<file path="config.mk">
export PLATFORM = sky130hd
export DESIGN_NAME = serial_subtractor
export DESIGN_NICKNAME = d
export VERILOG_FILES = /design/src/rtl/serial_subtractor.sv
export SDC_FILE = /design/constraint.sdc
export NUM_CORES = 1
export LEC_CHECK = 0
export ABC_CLOCK_PERIOD_IN_PS = 2560
export CORE_MARGIN = 1
export CORE_UTILIZATION = 44
export CTS_CLUSTER_DIAMETER = 80
export DETAILED_ROUTE_END_ITERATION = 8
export PLACE_DENSITY = 0.7
export SLEW_MARGIN = 20
export SYNTH_ARGS = -nofsm -noshare
export SYNTH_HDL_FRONTEND = slang
export SYNTH_SLANG_ARGS = --single-unit
export TNS_END_PERCENT = 10
</file>
<file path="constraint.sdc">
create_clock -name clk -period 2.56 [get_ports clk]
set_clock_uncertainty 0.05 [all_clocks]
set_input_delay 0.512 -clock clk [delete_from_list [all_inputs] [get_ports clk]]
set_output_delay 0.512 -clock clk [all_outputs]
set_load 0.02 [all_outputs]
</file>
<file path="src/rtl/serial_subtractor.sv">
// serial_subtractor: bit-serial two's-complement subtractor, LSB first.
// Computes a - b as a + ~b + 1 through one full-adder cell and a carry
// flip-flop that starts at 1. One operand bit is consumed per cycle.
// Results are published only when the last bit completes.
module serial_subtractor #(
    parameter int WIDTH = 8
) (
    input  logic             clk,
    input  logic             rst,
    input  logic             start,
    input  logic [WIDTH-1:0] a,
    input  logic [WIDTH-1:0] b,
    output logic             ready,
    output logic             done,
    output logic [WIDTH-1:0] diff,
    output logic             borrow,
    output logic             overflow
);

    localparam int            CW   = (WIDTH > 1) ? $clog2(WIDTH) : 1;
    localparam logic [CW-1:0] LAST = CW'(WIDTH - 1);

    typedef enum logic [1:0] {
        S_IDLE,
        S_RUN,
        S_DONE
    } state_t;

    state_t           state_q, state_d;
    logic [WIDTH-1:0] a_q, a_d;
    logic [WIDTH-1:0] b_q, b_d;
    logic [WIDTH-1:0] sr_q, sr_d;
    logic [WIDTH-1:0] diff_q, diff_d;
    logic             carry_q, carry_d;
    logic             borrow_q, borrow_d;
    logic             ovf_q, ovf_d;
    logic [CW-1:0]    cnt_q, cnt_d;

    logic             nb;
    logic             sum_bit;
    logic             carry_out;
    logic [WIDTH-1:0] sr_shift;

    // Full-adder cell on the current LSBs with the subtrahend inverted;
    // the sum bit enters the result register from the MSB end.
    always_comb begin
        nb                 = ~b_q[0];
        sum_bit            = a_q[0] ^ nb ^ carry_q;
        carry_out          = (a_q[0] & nb) | (a_q[0] & carry_q) | (nb & carry_q);
        // Shift-then-patch keeps this valid for WIDTH=1, where no slice exists.
        sr_shift           = sr_q >> 1;
        sr_shift[WIDTH-1]  = sum_bit;
    end

    // Next-state and datapath control for IDLE -> RUN -> DONE.
    always_comb begin
        state_d  = state_q;
        a_d      = a_q;
        b_d      = b_q;
        sr_d     = sr_q;
        diff_d   = diff_q;
        carry_d  = carry_q;
        borrow_d = borrow_q;
        ovf_d    = ovf_q;
        cnt_d    = cnt_q;
        unique case (state_q)
            S_IDLE: begin
                if (start) begin
                    a_d     = a;
                    b_d     = b;
                    carry_d = 1'b1;
                    cnt_d   = '0;
                    state_d = S_RUN;
                end
            end
            S_RUN: begin
                a_d     = a_q >> 1;
                b_d     = b_q >> 1;
                sr_d    = sr_shift;
                carry_d = carry_out;
                cnt_d   = cnt_q + CW'(1);
                if (cnt_q == LAST) begin
                    // carry_q is the carry into the MSB on this final step.
                    diff_d   = sr_shift;
                    borrow_d = ~carry_out;
                    ovf_d    = carry_q ^ carry_out;
                    cnt_d    = '0;
                    state_d  = S_DONE;
                end
            end
            S_DONE: begin
                state_d = S_IDLE;
            end
            default: begin
                state_d = S_IDLE;
            end
        endcase
    end

    // State and datapath registers with synchronous reset.
    always_ff @(posedge clk) begin
        if (rst) begin
            state_q  <= S_IDLE;
            a_q      <= '0;
            b_q      <= '0;
            sr_q     <= '0;
            diff_q   <= '0;
            carry_q  <= 1'b1;
            borrow_q <= 1'b0;
            ovf_q    <= 1'b0;
            cnt_q    <= '0;
        end else begin
            state_q  <= state_d;
            a_q      <= a_d;
            b_q      <= b_d;
            sr_q     <= sr_d;
            diff_q   <= diff_d;
            carry_q  <= carry_d;
            borrow_q <= borrow_d;
            ovf_q    <= ovf_d;
            cnt_q    <= cnt_d;
        end
    end

    assign ready    = (state_q == S_IDLE);
    assign done     = (state_q == S_DONE);
    assign diff     = diff_q;
    assign borrow   = borrow_q;
    assign overflow = ovf_q;

endmodule

</file>
==> impl_metrics.json, run 1 <==
{
  "post_cts_buffers": 0,
  "drt_pass1_iterations": 4,
  "reg2reg_to": "a_q[4]",
  "dpl.cell_count": 243,
  "area_growth_pct": 21.9,
  "synth_simple_gate_area_frac": 0.200,
  "critPathKind": "flip-flop to output port",
  "place_hpwl_microns": 2120,
  "reg2reg_depth": 3,
  "core_sq_um": 3390,
  "slowest_delay_ns": 0.61,
  "fp.dieH_microns": 62.0,
  "worst_pin_slew_ns": 0.674,
  "syn_area_per_cell_sq_um": 8.91,
  "synth-compound-area-share": 0.218,
  "synth_seq_cells": 39,
  "fin_util": 0.571,
  "crit_path_end_kind": "output port",
  "worstHoldStart": "diff[2]",
  "cts_buffer_depth": 2,
  "initial_core_util": 0.468,
  "wl_microns": 3040,
  "rsz0062_at_grt": "false",
  "irDropWorstVdd_v": 0.000334,
  "r2r-start": "state_q[0]",
  "finalPower_w": 0.00106,
  "ctsHoldBuffers": 0,
  "path_cells": "nor2b_1 -> clkdlybuf4s50_1",
  "grt_pass1_vias": 1141,
  "cts_tree": "done",
  "place_congestion": 0.700,
  "num-nets-final": 226,
  "grt_pass1_wl_microns": 5060,
  "yosys.area_share.adder": 0.0284,
  "synth_enable_flop_cells": 0,
  "cp-start-kind": "flip-flop",
  "gr-total-overflow": 0,
  "period_needed_ns": 2.20,
  "ys_warn_count": 0,
  "wire_per_inst_microns": 12.2,
  "drive_gt1_frac": 0.0887,
  "cp.required_ns": 2.00,
  "yosys.area.top_type_share": 0.492,
  "fmax_mhz": 454,
  "drv_cap": 0,
  "grt_max_degree": 25,
  "via_count": 1277,
  "cts.repair.resized": 0,
  "min_path_type": "flip-flop to flip-flop",
  "critical_path.n_buffers_inverters": 1,
  "synth_top_family_by_area": "compound AO/OA/AOI/OAI gates",
  "slew_headroom": 0.550,
  "hold-path-cell-count": 2,
  "synthTopCellsByCount": "dfxtp_1, nor2_1, nand2_1",
  "htree_num_levels": 2,
  "clock-sinks": 39,
  "fp-row-count": 21,
  "fp.dieW_microns": 62.0,
  "die_area_sq_um": 3850,
  "port_buffers": 30,
  "worstPathArrival_ns": 1.64,
  "cts.reportedPaths.clkPinSlew_ns": 0.10,
  "synth.mux.area_fraction": 0.00631,
  "fill_cells": 292,
  "synth_most_common_cell": "dfxtp_1",
  "synth_top_cell_by_area": "dfxtp_1",
  "num_antenna_cells": 0,
  "drt-initial-drc-count": 45,
  "cp_top_family": "buffers and inverters",
  "synthXorXnorAreaFrac": 0.00552,
  "finalSetupTns_ns": 0,
  "io_pins": 31,
  "slew_violations": 0,
  "p_per_area_nw_per_um2": 548,
  "crit_path_max_fanout": 13,
  "cts_root_buf": "clkbuf_4",
  "p_leak_nw": 0.675,
  "cts_buffers": 5,
  "clk-insertion-delay-late_ns": 0.33,
  "stdcell_count": 249,
  "setup_viol_count_final": 0,
  "synth_area_leaders": "dfxtp_1, o221ai_2, nor2_1",
  "reg2reg_slack_ns": 0.90,
  "via_per_inst": 5.13,
  "status": "completed",
  "hold_violations": 0,
  "slowest_stage": "clkdlybuf4s50_1",
  "async_flop_share": 0,
  "yosysSeqAreaShare": 0.492,
  "syn_inst": 178,
  "synth_cell_types": 28,
  "antenna_found_initial": 0,
  "syn-cell-area_sq_um": 1590,
  "min_to": "diff[2]",
  "synthFlopType": "dfxtp_1",
  "ant_nets": 0,
  "grt_util_all_layers": 0.184,
  "fin_crit_sh": 0.860,
  "syn_nets": 200,
  "drc": 0
}
==> metrics by stage <==
step	instance area, sq um	hold WS (ns)	worst slack, ns
6_report	1930	0.408	0.357
5_1_grt	1930	0.429	0.258
4_1_cts	1930	0.412	0.347
3_5_place_dp	1890	0.397	0.295
3_3_place_gp	1890	0.388	0.345
2_1_floorplan	1590	0.382	1.08
==> state kept, by name, indices dropped and copies added (netlist names) <==
signal,cells
borrow,1
cnt_q,3
carry_q,1
a_q,8
b_q,8
diff,8
overflow,1
sr_q,7
state_q,2
==> cells in the final DEF (no fill, tap or decap), types with 4 or more instances in the layout <==
| cell | netlist | routed |
|---|---|---|
| o221ai_1 | 4 | 4 |
| a21oi_1 | 18 | 18 |
| clkdlybuf4s50_1 | 0 | 30 |
| dfxtp_1 | 39 | 39 |
| o221ai_2 | 10 | 10 |
| nor2_1 | 35 | 35 |
| clkbuf_4 | 0 | 5 |
| nand2_1 | 31 | 31 |
==> cell families (layout without fill, tap and decap cells) <==
logic type	after synthesis	after routing
xor gates and xnor gates	1	1
buffers and inverters	16	41
and+or+nand+nor	76	76
DFF	39	39
adders and majority gates	3	3
muxes	1	1
AOI/OAI and AO/OA	42	42
==> worst register-to-register path, cell delays in order, from the launching register on <==
cell and delay, ns:
dfxtp_1 0.44, or3b_1 0.70, o221ai_1 0.29, nor2_1 0.07
==> power by group <==
group	internal, W	total [W]	switching, W
logic	0.0000657	0.000133	0.0000676
clock network	0.0000978	0.000273	0.000175
registers	0.000633	0.000654	0.0000205
total	0.000797	0.00106	0.000263
==> how the worst max path moves through the flow <==
stage                           from  endpoint  slack, ns  depth (start not counted)
after floorplan                start    a_q[2]       1.08                          5
after global placement         start    a_q[4]       0.35                          4
after detailed placement       start    a_q[4]       0.29                          4
after CTS                 state_q[1]      done       0.35                          2
after global routing      state_q[1]      done       0.26                          2
final                     state_q[1]      done       0.36                          2
==> layout make-up <==
type,instances,area [sq um],share of cell area
Sequential cell,39,781,0.404
Multi-Input combinational cell,123,728,0.376
Timing Repair Buffer,32,315,0.163
Tap cell,46,57.6,0.0298
Clock buffer,6,41.3,0.0213
Inverter,3,11.3,0.00582
==> per-layer routing <==
metal,global-route usage,routed length (microns),vias to the layer above
met5,0,0,-
met4,0.0667,48,0
met3,0.0559,154,5
met2,0.307,1430,30
met1,0.223,1410,583
li1,-,-,659
(Power assumes the default switching activity.)
==> run 2, diff against run 1 <==
--- a/config.mk
+++ b/config.mk
@@ -11,6 +11,7 @@
 export CTS_CLUSTER_DIAMETER = 80
 export DETAILED_ROUTE_END_ITERATION = 8
 export PLACE_DENSITY = 0.7
+export REMOVE_ABC_BUFFERS = 1
 export SLEW_MARGIN = 20
 export SYNTH_ARGS = -nofsm -noshare
 export SYNTH_HDL_FRONTEND = slang
==> impl_metrics.json, run 2 (synthesis gave the netlist of run 1 again) <==
{
  "initial_core_util": 0.468,
  "final_common_cell": "dfxtp_1",
  "drc": 0,
  "fmax_mhz": 447,
  "p_seq_frac": 0.597,
  "clk-insertion-delay-late_ns": 0.35,
  "cts_tree": "done",
  "p_per_area_nw_per_um2": 563,
  "gr-total-overflow": 0,
  "cts_root_buf": "clkbuf_4",
  "reg2reg_slack_ns": 0.71,
  "grt_util_all_layers": 0.178,
  "grt_max_degree": 25,
  "cp-start-kind": "flip-flop",
  "final_cell_mix": "dfxtp_1, nor2_1, nand2_1",
  "hold-path-cell-count": 2,
  "grt_pass1_vias": 1199,
  "via_count": 1290,
  "num-nets-final": 226,
  "port_buffers": 30,
  "drive_gt1_frac": 0.0976,
  "place_congestion": 0.707,
  "crit_path_max_fanout": 13,
  "drt-initial-drc-count": 44,
  "cts_buffer_depth": 2,
  "finalSetupTns_ns": 0,
  "drv_cap": 0,
  "finalPower_w": 0.00110,
  "cts_buffers": 5,
  "intPower_w": 0.000805,
  "critPathKind": "flip-flop to output port",
  "path_cells": "nor2b_1 -> clkdlybuf4s50_1",
  "drt_pass1_iterations": 4,
  "slew_violations": 0,
  "cp_top_family": "buffers and inverters",
  "hold_violations": 0,
  "min_path_type": "flip-flop to flip-flop",
  "post_cts_buffers": 0,
  "min_to": "diff[0]",
  "slowest_delay_ns": 0.61,
  "ctsHoldBuffers": 0,
  "wl_microns": 3000,
  "io_pins": 31,
  "period_needed_ns": 2.24,
  "via_per_inst": 5.14,
  "combPwrFrac": 0.121,
  "worstHoldStart": "sr_q[1]",
  "num_antenna_cells": 0,
  "p_clk_frac": 0.282,
  "reg2reg_depth": 4,
  "die_area_sq_um": 3850,
  "slowest_stage": "clkdlybuf4s50_1",
  "clock-sinks": 39,
  "status": "completed",
  "place_hpwl_microns": 2050,
  "slew_headroom": 0.417,
  "core_sq_um": 3390,
  "crit_path_end_kind": "output port",
  "htree_num_levels": 2,
  "ant_nets": 0,
  "rsz0062_at_grt": "false",
  "cts.repair.resized": 0,
  "antenna_found_initial": 0,
  "worstPathArrival_ns": 1.68,
  "worst_pin_slew_ns": 0.875,
  "grt_pass1_wl_microns": 4960,
  "irDropWorstVdd_v": 0.000360,
  "fin_crit_sh": 0.875,
  "reg2reg_to": "sr_q[4]",
  "p_leak_nw": 0.679,
  "netSwitchingPower_w": 0.000291,
  "cp.required_ns": 2.00,
  "swShare": 0.265,
  "r2r-start": "state_q[1]",
  "cts.reportedPaths.clkPinSlew_ns": 0.12,
  "fp.dieH_microns": 62.0,
  "fill_cells": 300,
  "wire_per_inst_microns": 12.0,
  "critical_path.n_buffers_inverters": 1,
  "setup_viol_count_final": 0,
  "fp.dieW_microns": 62.0,
  "area_growth_pct": 22.7,
  "fp-row-count": 21
}
## run 2: cell types whose count changed in the layout (fill, tap and decap cells not counted)
cell,previous run,this run
clkinv_2,0,1
clkinvlp_4,0,1
## run 2: how the worst max path moves through the flow
stage	start	end	cells past startpoint
final	state_q[1]	done	2
after global routing	state_q[1]	done	2
after CTS	state_q[1]	done	2
after detailed placement	start	a_q[5]	4
after global placement	start	a_q[6]	4
after floorplan	state_q[1]	b_q[0]	3
## run 2: worst reg2reg max path: cells and delay by family (launching register included)
kind                   cells  cell delay [ns]
flip-flops                 1             0.53
buffers and inverters      1             0.28
AND/OR/NAND/NOR            2             0.80
AO/OA/AOI/OAI              1             0.14
## run 2: power groups by stage
stage               clock (W)  sequential [W]  combinational [W]
finish               0.000309        0.000653           0.000133
global route         0.000346        0.000657           0.000147
CTS                  0.000318        0.000653           0.000134
detailed placement          0        0.000667           0.000133
global placement            0        0.000666           0.000129
floorplan                   0        0.000663          0.0000764
## run 2: cell type report
class / count / area [sq um] / area share
sequential: 39 / 781 / 0.401
multi-input combinational: 123 / 728 / 0.374
timing repair buffer: 32 / 315 / 0.162
tap: 46 / 57.6 / 0.0296
clock buffer: 6 / 41.3 / 0.0212
clock inverter: 2 / 12.5 / 0.00643
inverter: 3 / 11.3 / 0.00578
## run 2: per-stage QoR
stage                     hold slack (ns)  std cells  setup WS, ns  instance area, sq um  utilization
after floorplan                     0.376        165         0.973                  1520            -
after global placement              0.392        243         0.336                  1890        0.559
after detailed placement            0.399        243         0.275                  1890        0.559
after CTS                           0.416        251         0.295                  1950        0.574
after global routing                0.433        251         0.213                  1950        0.574
final                               0.413        251         0.320                  1950        0.574
## run 2: metal layers
layer	GRT usage	vias to the layer above	routed length (microns)
met1	0.209	585	1330
met4	0.0921	0	63
met5	0	-	0
met2	0.301	36	1460
li1	-	661	-
met3	0.0414	8	144
==> run 3, diff against run 2 <==
--- a/config.mk
+++ b/config.mk
@@ -12,7 +12,6 @@
 export DETAILED_ROUTE_END_ITERATION = 8
 export PLACE_DENSITY = 0.7
 export REMOVE_ABC_BUFFERS = 1
-export SLEW_MARGIN = 20
 export SYNTH_ARGS = -nofsm -noshare
 export SYNTH_HDL_FRONTEND = slang
 export SYNTH_SLANG_ARGS = --single-unit
==> results of run 3 <==
Same layout as run 2: the final DEF is identical, and so are final timing and power.
